### config.mk
export PLATFORM = sky130hd
export DESIGN_NAME = pipe_skid_reg
export DESIGN_NICKNAME = d
export VERILOG_FILES = /design/src/rtl/kabeta_pipe_pkg.sv /design/src/rtl/pipe_skid_ctrl.sv /design/src/rtl/pipe_skid_reg.sv
export SDC_FILE = /design/constraint.sdc
export NUM_CORES = 1
export LEC_CHECK = 0
export ABC_AREA = 1
export BUFFER_PORTS_ARGS = -buffer_cell sky130_fd_sc_hd__buf_4
export CAP_MARGIN = 0
export CORE_AREA = 2 2 77 79
export CTS_BUF_LIST = sky130_fd_sc_hd__clkbuf_16
export CTS_CLUSTER_SIZE = 25
export DETAILED_ROUTE_END_ITERATION = 6
export DIE_AREA = 0 0 79 81
export PLACE_DENSITY_LB_ADDON = 0.08
export SYNTH_ARGS = -nofsm -noshare
export SYNTH_HDL_FRONTEND = slang
export SYNTH_SLANG_ARGS = --single-unit
### constraint.sdc
create_clock -name Clock -period 4.68 [get_ports Clock]
set_input_delay 0.234 -clock Clock [delete_from_list [all_inputs] [get_ports Clock]]
set_output_delay 0.234 -clock Clock [all_outputs]
set_load 0.005 [all_outputs]
### src/rtl/kabeta_pipe_pkg.sv
`default_nettype none
// ============================================================================
// Module  : kabeta_pipe_pkg
// Brief   : Shared types for the Kabeta elastic pipeline register.
// Revision: 1.0
// ============================================================================
package kabeta_pipe_pkg;

    localparam int OCC_W = 2;

    typedef enum logic [1:0] {
        EMPTY = 2'b00,
        BUSY  = 2'b01,
        FULL  = 2'b10
    } skid_state_t;

    function automatic logic [OCC_W-1:0] state_occ(input skid_state_t s);
        case (s)
            EMPTY:   state_occ = 2'd0;
            BUSY:    state_occ = 2'd1;
            FULL:    state_occ = 2'd2;
            default: state_occ = 2'd0;
        endcase
    endfunction

endpackage
`default_nettype wire

### src/rtl/pipe_skid_ctrl.sv
`default_nettype none
// ============================================================================
// Module  : pipe_skid_ctrl
// Brief   : Occupancy FSM of the skid register; emits data-path load strobes.
//           Flush input exists only when PIPE_SKID_FLUSH_EN is defined.
// Revision: 1.0
// ============================================================================
module pipe_skid_ctrl
    import kabeta_pipe_pkg::*;
(
    input  logic        Clock,
    input  logic        Reset,
    input  logic        InValid,
    input  logic        OutReady,
`ifdef PIPE_SKID_FLUSH_EN
    input  logic        Flush,
`endif
    output skid_state_t state,
    output logic        load_main,
    output logic        load_skid,
    output logic        main_from_skid
);

    skid_state_t state_q;
    skid_state_t state_d;
    logic        in_xfer;
    logic        out_xfer;

    assign state    = state_q;
    assign in_xfer  = InValid  && (state_q != FULL);
    assign out_xfer = OutReady && (state_q != EMPTY);

    always_comb begin
        state_d        = state_q;
        load_main      = 1'b0;
        load_skid      = 1'b0;
        main_from_skid = 1'b0;
        case (state_q)
            EMPTY: begin
                if (in_xfer) begin
                    load_main = 1'b1;
                    state_d   = BUSY;
                end
            end
            BUSY: begin
                if (in_xfer && out_xfer) begin
                    load_main = 1'b1;
                end else if (in_xfer) begin
                    load_skid = 1'b1;
                    state_d   = FULL;
                end else if (out_xfer) begin
                    state_d   = EMPTY;
                end
            end
            FULL: begin
                if (out_xfer) begin
                    main_from_skid = 1'b1;
                    state_d        = BUSY;
                end
            end
            default: state_d = EMPTY;
        endcase
`ifdef PIPE_SKID_FLUSH_EN
        // Flush overrides everything; a same-cycle input is silently dropped.
        if (Flush) begin
            state_d        = EMPTY;
            load_main      = 1'b0;
            load_skid      = 1'b0;
            main_from_skid = 1'b0;
        end
`endif
    end

    always_ff @(posedge Clock or posedge Reset) begin
        if (Reset) begin
            state_q <= EMPTY;
        end else begin
            state_q <= state_d;
        end
    end

endmodule
`default_nettype wire

### src/rtl/pipe_skid_reg.sv
`default_nettype none
// ============================================================================
// Module  : pipe_skid_reg
// Brief   : Elastic pipeline register with registered InReady and one-entry skid.
//           Optional Flush port enabled by PIPE_SKID_FLUSH_EN.
// Revision: 1.0
// ============================================================================
module pipe_skid_reg
    import kabeta_pipe_pkg::*;
#(
    parameter int                WID_DATA   = 32,
    parameter logic [WID_DATA-1:0] RESET_DATA = '0
) (
    input  logic                Clock,
    input  logic                Reset,
    input  logic                InValid,
    output logic                InReady,
    input  logic [WID_DATA-1:0] DataIn,
    output logic                OutValid,
    input  logic                OutReady,
    output logic [WID_DATA-1:0] DataOut,
`ifdef PIPE_SKID_FLUSH_EN
    input  logic                Flush,
`endif
    output logic [OCC_W-1:0]    Occupancy
);

    skid_state_t         state;
    logic                load_main;
    logic                load_skid;
    logic                main_from_skid;
    logic [WID_DATA-1:0] main_q;
    logic [WID_DATA-1:0] main_d;
    logic [WID_DATA-1:0] skid_q;
    logic [WID_DATA-1:0] skid_d;

    pipe_skid_ctrl u_ctrl (
        .Clock          (Clock),
        .Reset          (Reset),
        .InValid        (InValid),
        .OutReady       (OutReady),
`ifdef PIPE_SKID_FLUSH_EN
        .Flush          (Flush),
`endif
        .state          (state),
        .load_main      (load_main),
        .load_skid      (load_skid),
        .main_from_skid (main_from_skid)
    );

    always_comb begin
        main_d = main_q;
        skid_d = skid_q;
        if (main_from_skid) begin
            main_d = skid_q;
        end else if (load_main) begin
            main_d = DataIn;
        end
        if (load_skid) begin
            skid_d = DataIn;
        end
`ifdef PIPE_SKID_FLUSH_EN
        if (Flush) begin
            main_d = RESET_DATA;
            skid_d = RESET_DATA;
        end
`endif
    end

    always_ff @(posedge Clock or posedge Reset) begin
        if (Reset) begin
            main_q <= RESET_DATA;
            skid_q <= RESET_DATA;
        end else begin
            main_q <= main_d;
            skid_q <= skid_d;
        end
    end

    // Handshake outputs are pure decodes of the state flops, keeping InReady registered.
    assign InReady   = (state != FULL);
    assign OutValid  = (state != EMPTY);
    assign Occupancy = state_occ(state);
    assign DataOut   = main_q;

endmodule
`default_nettype wire

* Yosys cells after proc, flatten, opt, wreduce, memory -nomap -nowiden
Index checks and enable logic that the tools add are counted.
W data, S select, Z words.
** Operators by class
- Equal/unequal tests :: 7
- Muxes and demuxes :: 16
- Reduce and logical (&&, ||, !) cells :: 7
** Operators by type and width (number)
- $mux W32 :: 2
- $mux W2 :: 5
- $mux W1 :: 6
- $pmux W2 S3 :: 1
- $ne A2 B1 Y1 const B :: 2
- $ne A2 B2 Y1 const B :: 2
- $pmux W2 S2 :: 1
- $reduce_and A4 Y1 :: 1
- $reduce_bool A2 Y1 :: 2
- $logic_and A1 B1 Y1 :: 3
- $ne A3 B1 Y1 const B :: 1
- $eq A2 B1 Y1 const B :: 1
- $eq A2 B2 Y1 const B :: 1
- $logic_not A2 Y1 :: 1
- $pmux W1 S2 :: 1
** Storage, ports and cells
- Bits in registers :: 66
- Output and inout bits :: 36
- Logic and storage cells :: 33

* Longest topological paths before layout
Gate-level depths: netlist of the first run.
- Depth after elaboration :: 7
- Depth in mapped cells :: 8
- Gate-level depth less buffers :: 6

* By module
A second synthesis of the first run with hierarchy kept.
** Unflattened totals
- Cell total of the unflattened synthesis :: 403
- Area total of the unflattened synthesis :: 3070.4 sq um
** Modules (own cells, without submodules)
- pipe_skid_reg :: times used 1, cells an instance 382, area each 2932.8 sq um, sequential area each 1601.5 sq um
- pipe_skid_ctrl :: times used 1, cells an instance 21, area each 137.6 sq um, sequential area each 50.0 sq um

* Worst setup path before layout of the first run
No wires, ideal clock.
- Path type :: register to register
- Start :: register u_ctrl.state_q[0], in the netlist u_ctrl.state[0]
- End :: register main_q[10], in the netlist DataOut[10]
- Setup time :: 0.117 ns
- Arrival :: 1.077 ns
- Required time :: 4.563 ns
- Path slack :: 3.487 ns
- Stages on the path, launching flop included :: 9
- Path buffers :: 2
- Clock period less this slack :: 1.193 ns
- Path through :: dfrtp_1 > inv_2 > nand3_2 > buf_4 > buf_4 > nand2_1 > nand2_1 > nand2_1 > nand2_1
** On the way
- Longest elaborated chain between the ends :: 6
- Elaborated cells on any way between the ends :: 15
** Ends and longest elaborated chain
- from (decl) :: line pipe_skid_ctrl.sv:24 : skid_state_t state_q;
- from (signal assigned) :: line pipe_skid_ctrl.sv:78 : state_q <= state_d;
- $ne A2 B2 Y1 / $reduce_bool A2 Y1 (equally long branches) :: line pipe_skid_ctrl.sv:30, pipe_skid_ctrl.sv:31
- $logic_and A1 B1 Y1, on equally long branches :: line pipe_skid_ctrl.sv:30, pipe_skid_ctrl.sv:31
- $logic_and A1 B1 Y1 :: line pipe_skid_ctrl.sv:46 : if (in_xfer && out_xfer) begin
- $mux W1 :: line pipe_skid_ctrl.sv:46
- $pmux W1 S2 :: line pipe_skid_ctrl.sv:38 : case (state_q)
- $reduce_bool A2 Y1 (no line)
- to (signal assigned) :: line pipe_skid_reg.sv:75 : main_q <= main_d;
- to (decl) :: line pipe_skid_reg.sv:32 : logic [WID_DATA-1:0] main_q;
Several ways; a longest one is shown, not always the timed one.
A chain may end at the register's enable or synchronous reset.

* Worst setup path in the final report of the first run
- Start :: register u_ctrl.state_q[0], in the netlist u_ctrl.state[0]
- End :: register main_q[13], in the netlist DataOut[13]
Same word-level chain as after synthesis.

==> impl_metrics.env, run 1 <==
export IMPL_preCtsSetupSlack_ns=1.94
export IMPL_cp_max_fo=41
export IMPL_tns_ns=0
export IMPL_wl_met2_um=3430
export IMPL_io_buffers=71
export IMPL_fin_util_pct=69.0
export IMPL_finalSetupViolCount=0
export IMPL_syn_inst=405
export IMPL_finalWorstSetupSlack_ns=1.90
export IMPL_layout_commonest_cell="nand2_1"
export IMPL_synth_top_cell_by_area="dfrtp_1"
export IMPL_die_area_um2=6400
export IMPL_fill_cells=483
export IMPL_clk_path_buf_depth=2
export IMPL_met1_length_um=3260
export IMPL_cts_hold_buf=0
export IMPL_crit_arrival_ns=3.03
export IMPL_yosysUniqueCellTypes=17
export IMPL_start_kind="flip-flop"
export IMPL_period_minus_slack_ns=2.78
export IMPL_crit_required_ns=4.93
export IMPL_final_cell_mix="nand2_1, buf_4, dfrtp_1, inv_1"
export IMPL_regArea_um2=1650
export IMPL_design_core_area_um2=5680
export IMPL_die_w_um=79
export IMPL_powerDensity_nw_per_um2=516
export IMPL_grt_pass1_wl_um=11900
export IMPL_peakVddDrop_v=0.000248
export IMPL_min_path_type="primary input to async pin"
export IMPL_wl_um=7250
export IMPL_antennaDiodeCount=0
export IMPL_ios=72
export IMPL_syn_to_final_growth_pct=24.0
export IMPL_die_height_um=81
export IMPL_slew_headroom_pct=24.0
export IMPL_synth_area_leaders="dfrtp_1, nand2_1, nand4_1"
export IMPL_p_leak_uw=0.00222
export IMPL_h_tree_depth=3
export IMPL_synth_top_area_share_pct=52.3
export IMPL_numCtsBuffers=9
export IMPL_max_cap_violations=0
export IMPL_crit_type="flip-flop to flip-flop"
export IMPL_cts_setup_buffers=0
export IMPL_root_buffer="clkbuf_16"
export IMPL_ant_nets=0
export IMPL_worstSetupEndpointType="flip-flop"
export IMPL_path_clk_slew_ns=0.05
export IMPL_syn_avg_cell_area_um2=7.79
export IMPL_grt_pass1_vias=2692
export IMPL_drc=0
export IMPL_drive_gt1_share_pct=19.9
export IMPL_clk_latency_ns=0.32
export IMPL_grt_overflow=0
export IMPL_vias_per_cell=5.25
export IMPL_wl_met3_um=472
export IMPL_vias=2825
export IMPL_tightest_slew_ns=1.14
export IMPL_tritoncts="done"
export IMPL_fin_area_um2=3910
export IMPL_nNetsFinal=495
export IMPL_wl_per_cell_um=13.5
export IMPL_ys_seq_area_share_pct=52.3
export IMPL_ys_seq_elements=66
export IMPL_fin_crit_sh_pct=59.3
export IMPL_hpwl_um=4230
export IMPL_syn_area_um2=3160
export IMPL_drv_slew=0
export IMPL_place_congestion=0.746
export IMPL_max_freq_mhz=360
export IMPL_top_layer_used="met4"
export IMPL_drtIter0Drc=167
export IMPL_cts_resized=0
export IMPL_drtPass1Iterations=4
export IMPL_skew_ns=0.00431
export IMPL_syn_nets=441
export IMPL_antenna_found_initial=0
export IMPL_grt_max_degree=67
export IMPL_grt_usage_pct=23.7
export IMPL_start_util_pct=55.6
export IMPL_rows=28
export IMPL_place_area_um2=3640
export IMPL_cts_sinks=66
export IMPL_rsz0062_at_grt="no"
export IMPL_multi_input_area_um2=1190
export IMPL_yosysWarnings=0
export IMPL_outcome="finished, final reports clean"
export IMPL_hold_viol_final=0
[final cells by class]
class / instances / share of cell area (%)
tap: 75 / 2.40
clock buffer: 9 / 5.75
sequential: 66 / 42.2
timing repair buffer: 74 / 14.2
inverter: 38 / 3.64
multi-input combinational: 270 / 30.5
clock inverter: 6 / 1.28
[per-layer routing]
layer,vias up,global-route usage (%)
met5,-,0
met4,0,9.48
met3,7,5.22
met2,94,41.8
met1,1324,28.4
li1,1400,-
[logic make-up after synthesis]
group | share of synthesized area, %
buf+inv | 9.99
flops | 52.3
compound gates | 5.43
simple gates | 32.3
[power by group]
| group | internal [µW] | switching (µW) |
|---|---|---|
| Clock | 400 | 225 |
| Combinational | 239 | 266 |
| Sequential | 771 | 117 |
[sequential cells by signal, indices dropped and copies added, names as in the netlist]
signal	flops
DataOut	32
skid_q	32
u_ctrl.state	2
[final timing paths]
| path | start | cells after the start | end | slack [ns] |
|---|---|---|---|---|
| setup / recovery | u_ctrl.state[0] | 6 | DataOut[13] | 1.90 |
| hold / removal | Reset | 3 | DataOut[15] | 0.15 |
| setup reg to reg | u_ctrl.state[0] | 6 | DataOut[13] | 1.90 |
| hold reg to reg | skid_q[18] | 2 | skid_q[18] | 0.49 |
| max in group asynchronous | Reset | 3 | DataOut[17] | 3.98 |
| min in group Clock | DataIn[5] | 3 | skid_q[5] | 0.16 |
[cells in the mapped netlist]
| cell | instances |
|---|---|
| nand2_1 | 166 |
| dfrtp_1 | 66 |
| inv_1 | 36 |
| nand3_1 | 33 |
| nand4_1 | 32 |
| o21ai_0 | 21 |
| buf_2 | 14 |
| o21ai_1 | 12 |
| clkbuf_1 | 8 |
| buf_4 | 6 |
| buf_6 | 2 |
| inv_2 | 2 |
| nand2_2 | 2 |
| nor2_1 | 2 |
| clkbuf_2 | 1 |
| nand3_2 | 1 |
| o22ai_1 | 1 |
[worst max-delay path, stage by stage, from the launching register on]
cell	delay, ns
dfrtp_1	0.42
inv_2	0.47
nand3_2	0.56
buf_4	0.46
nand2_2	0.53
nand2_1	0.14
nand2_1	0.09
[metrics by stage]
step                hold slack, ns  total power [µW]  cells
finish                       0.147              2020    538
global route                 0.169              2140    538
CTS                          0.159              2030    538
detailed placement           0.476              1400    523
global placement             0.468              1380    523
floorplan                    0.367              1170    405
(Power assumes the default switching activity.)
==> inputs of run 2 (changes only) <==
CORE_AREA = 2 2 85 87   (was 2 2 77 79)
DIE_AREA = 0 0 87 89   (was 0 0 79 81)
clock period = 2.3 ns   (was 4.68 ns; I/O delays follow)
==> run 2 against run 1 <==
Effect of this change:
- register-to-register slack worse by 1.4 ns
- cell count grew 2.4%
- utilization down 9.6 points
- sequential cell count is the same
- global-route usage is 3.2 points lower
- first-iteration DRC count grew 11%
- critical path depth unchanged
- sequential share of layout area decreased by 0.82 points
- setup slack got worse by 1.4 ns
- final area is 2.0% higher
- largest power group unchanged
- hold slack got worse by 0.097 ns
==> impl_metrics.env, run 2 (synthesized netlist as in run 1, its figures left out) <==
export IMPL_hpwl_um=4510
export IMPL_grtUsageMet3_pct=2.86
export IMPL_worstReg2RegStart="u_ctrl.state[1]"
export IMPL_finalSetupViolCount=0
export IMPL_nNetsFinal=502
export IMPL_r2r_slack_ns=0.53
export IMPL_p_comb_share_pct=25.6
export IMPL_crit_required_ns=2.55
export IMPL_design_core_area_um2=6720
export IMPL_numCtsBuffers=9
export IMPL_cts_setup_buffers=0
export IMPL_outcome="finished, final reports clean"
export IMPL_tightest_slew_ns=0.773
export IMPL_wl_per_cell_um=13.5
export IMPL_period_minus_slack_ns=1.77
export IMPL_place_congestion=0.767
export IMPL_peakVddDrop_v=0.000500
export IMPL_hold_viol_final=0
export IMPL_ant_nets=0
export IMPL_clkPwrFrac_pct=30.8
export IMPL_die_area_um2=7740
export IMPL_swShare_pct=29.9
export IMPL_grt_overflow=0
export IMPL_vias_per_cell=5.02
export IMPL_fin_crit_sh_pct=76.8
export IMPL_max_freq_mhz=566
export IMPL_ios=72
export IMPL_critPathLaunch="u_ctrl.state[1]"
export IMPL_grt_pass1_wl_um=12500
export IMPL_layout_commonest_cell="nand2_1"
export IMPL_io_buffers=71
export IMPL_worstSetupEndpoint="DataOut[31]"
export IMPL_crit_type="flip-flop to flip-flop"
export IMPL_drtPass1Iterations=4
export IMPL_max_cap_violations=0
export IMPL_cts_hold_buf=1
export IMPL_drc=0
export IMPL_min_path_type="primary input to flip-flop"
export IMPL_drive_gt1_share_pct=20.8
export IMPL_fin_util_pct=59.4
export IMPL_vias=2768
export IMPL_tritoncts="done"
export IMPL_clk_path_buf_depth=2
export IMPL_rsz0062_at_grt="no"
export IMPL_grt_usage_pct=20.5
export IMPL_worstSetupEndpointType="flip-flop"
export IMPL_p_leak_uw=0.00227
export IMPL_skew_ns=0.00431
export IMPL_antenna_found_initial=0
export IMPL_drv_slew=0
export IMPL_wl_um=7440
export IMPL_grt_max_degree=47
export IMPL_crit_arrival_ns=2.02
export IMPL_cp_max_fo=32
export IMPL_slew_headroom_pct=48.4
export IMPL_met1_usage_pct=27.9
export IMPL_grt_busiest_layer="met2"
export IMPL_p_seq_share_pct=43.6
export IMPL_drtIter0Drc=185
export IMPL_start_util_pct=47.0
export IMPL_antennaDiodeCount=0
export IMPL_p_switching_uw=1230
export IMPL_grt_pass1_vias=2752
export IMPL_start_kind="flip-flop"
export IMPL_internal_power_uw=2890
export IMPL_reg2reg_to="DataOut[31]"
export IMPL_h_tree_depth=3
export IMPL_clk_latency_ns=0.31
export IMPL_cts_resized=0
export IMPL_die_w_um=87
export IMPL_tns_ns=0
export IMPL_path_clk_slew_ns=0.05
export IMPL_powerDensity_nw_per_um2=1030
export IMPL_rows=30
export IMPL_root_buffer="clkbuf_16"
export IMPL_reg2reg_depth=6
export IMPL_met2_usage_pct=33.5
export IMPL_final_cell_mix="nand2_1, buf_4, dfrtp_1, inv_1"
export IMPL_syn_to_final_growth_pct=26.4
export IMPL_cts_sinks=66
export IMPL_die_height_um=89
## run 2: cell count changes in the layout (fill, tap and decap cells not counted), sizes merged
cell	change
buf	+6
inv	+2
clkinv	-1
dlygate4sd3	+1
## run 2: cell type report
type,instances,area (µm²)
inverters,38,143
repair buffers,81,623
clock buffers,9,225
flip-flops and latches,66,1650
fillers,628,2730
multi-input cells,270,1190
well taps,80,100
clock inverters,7,53.8
## run 2: metrics by stage
stage / hold WS [ns] / power (µW) / worst slack (ns) / instances / cell area, µm²
after floorplan: 0.248 / 2380 / 0.530 / 405 / 3160
after global placement: 0.307 / 2840 / 0.595 / 534 / 3700
after detailed placement: 0.306 / 2870 / 0.546 / 534 / 3700
after CTS: 0.0392 / 4170 / 0.528 / 551 / 3990
after global routing: 0.0595 / 4400 / 0.391 / 551 / 3990
final: 0.0507 / 4130 / 0.533 / 551 / 3990
## run 2: power by group through the flow
stage	logic, µW	registers, µW	clock network (µW)
after CTS	1070	1800	1300
after detailed placement	1070	1800	0
after global routing	1200	1840	1350
after global placement	1040	1790	0
after floorplan	595	1780	0
final	1050	1800	1270
## run 2: worst min-delay path by stage
stage,slack (ns),cells after the start,to,startpoint
after floorplan,0.25,2,skid_q[29],DataIn[29]
after global placement,0.31,2,DataOut[9],Reset
after detailed placement,0.31,2,DataOut[9],Reset
after CTS,0.04,3,skid_q[30],DataIn[30]
after global routing,0.06,3,skid_q[24],DataIn[24]
final,0.05,3,skid_q[30],DataIn[30]
## run 2: metal layers
layer  share of wire (%)  vias to the layer above
met4                0.69                        0
met3                 5.5                        4
met5                   0                        -
met1                  46                     1264
met2                  48                       81
li1                    -                     1419
## run 2: critical path, stage by stage (launching register included)
cell and delay, ns:
dfrtp_1 0.36, buf_4 0.28, nand3_2 0.12, buf_4 0.21
nand2_2 0.48, nand2_1 0.15, nand2_1 0.08
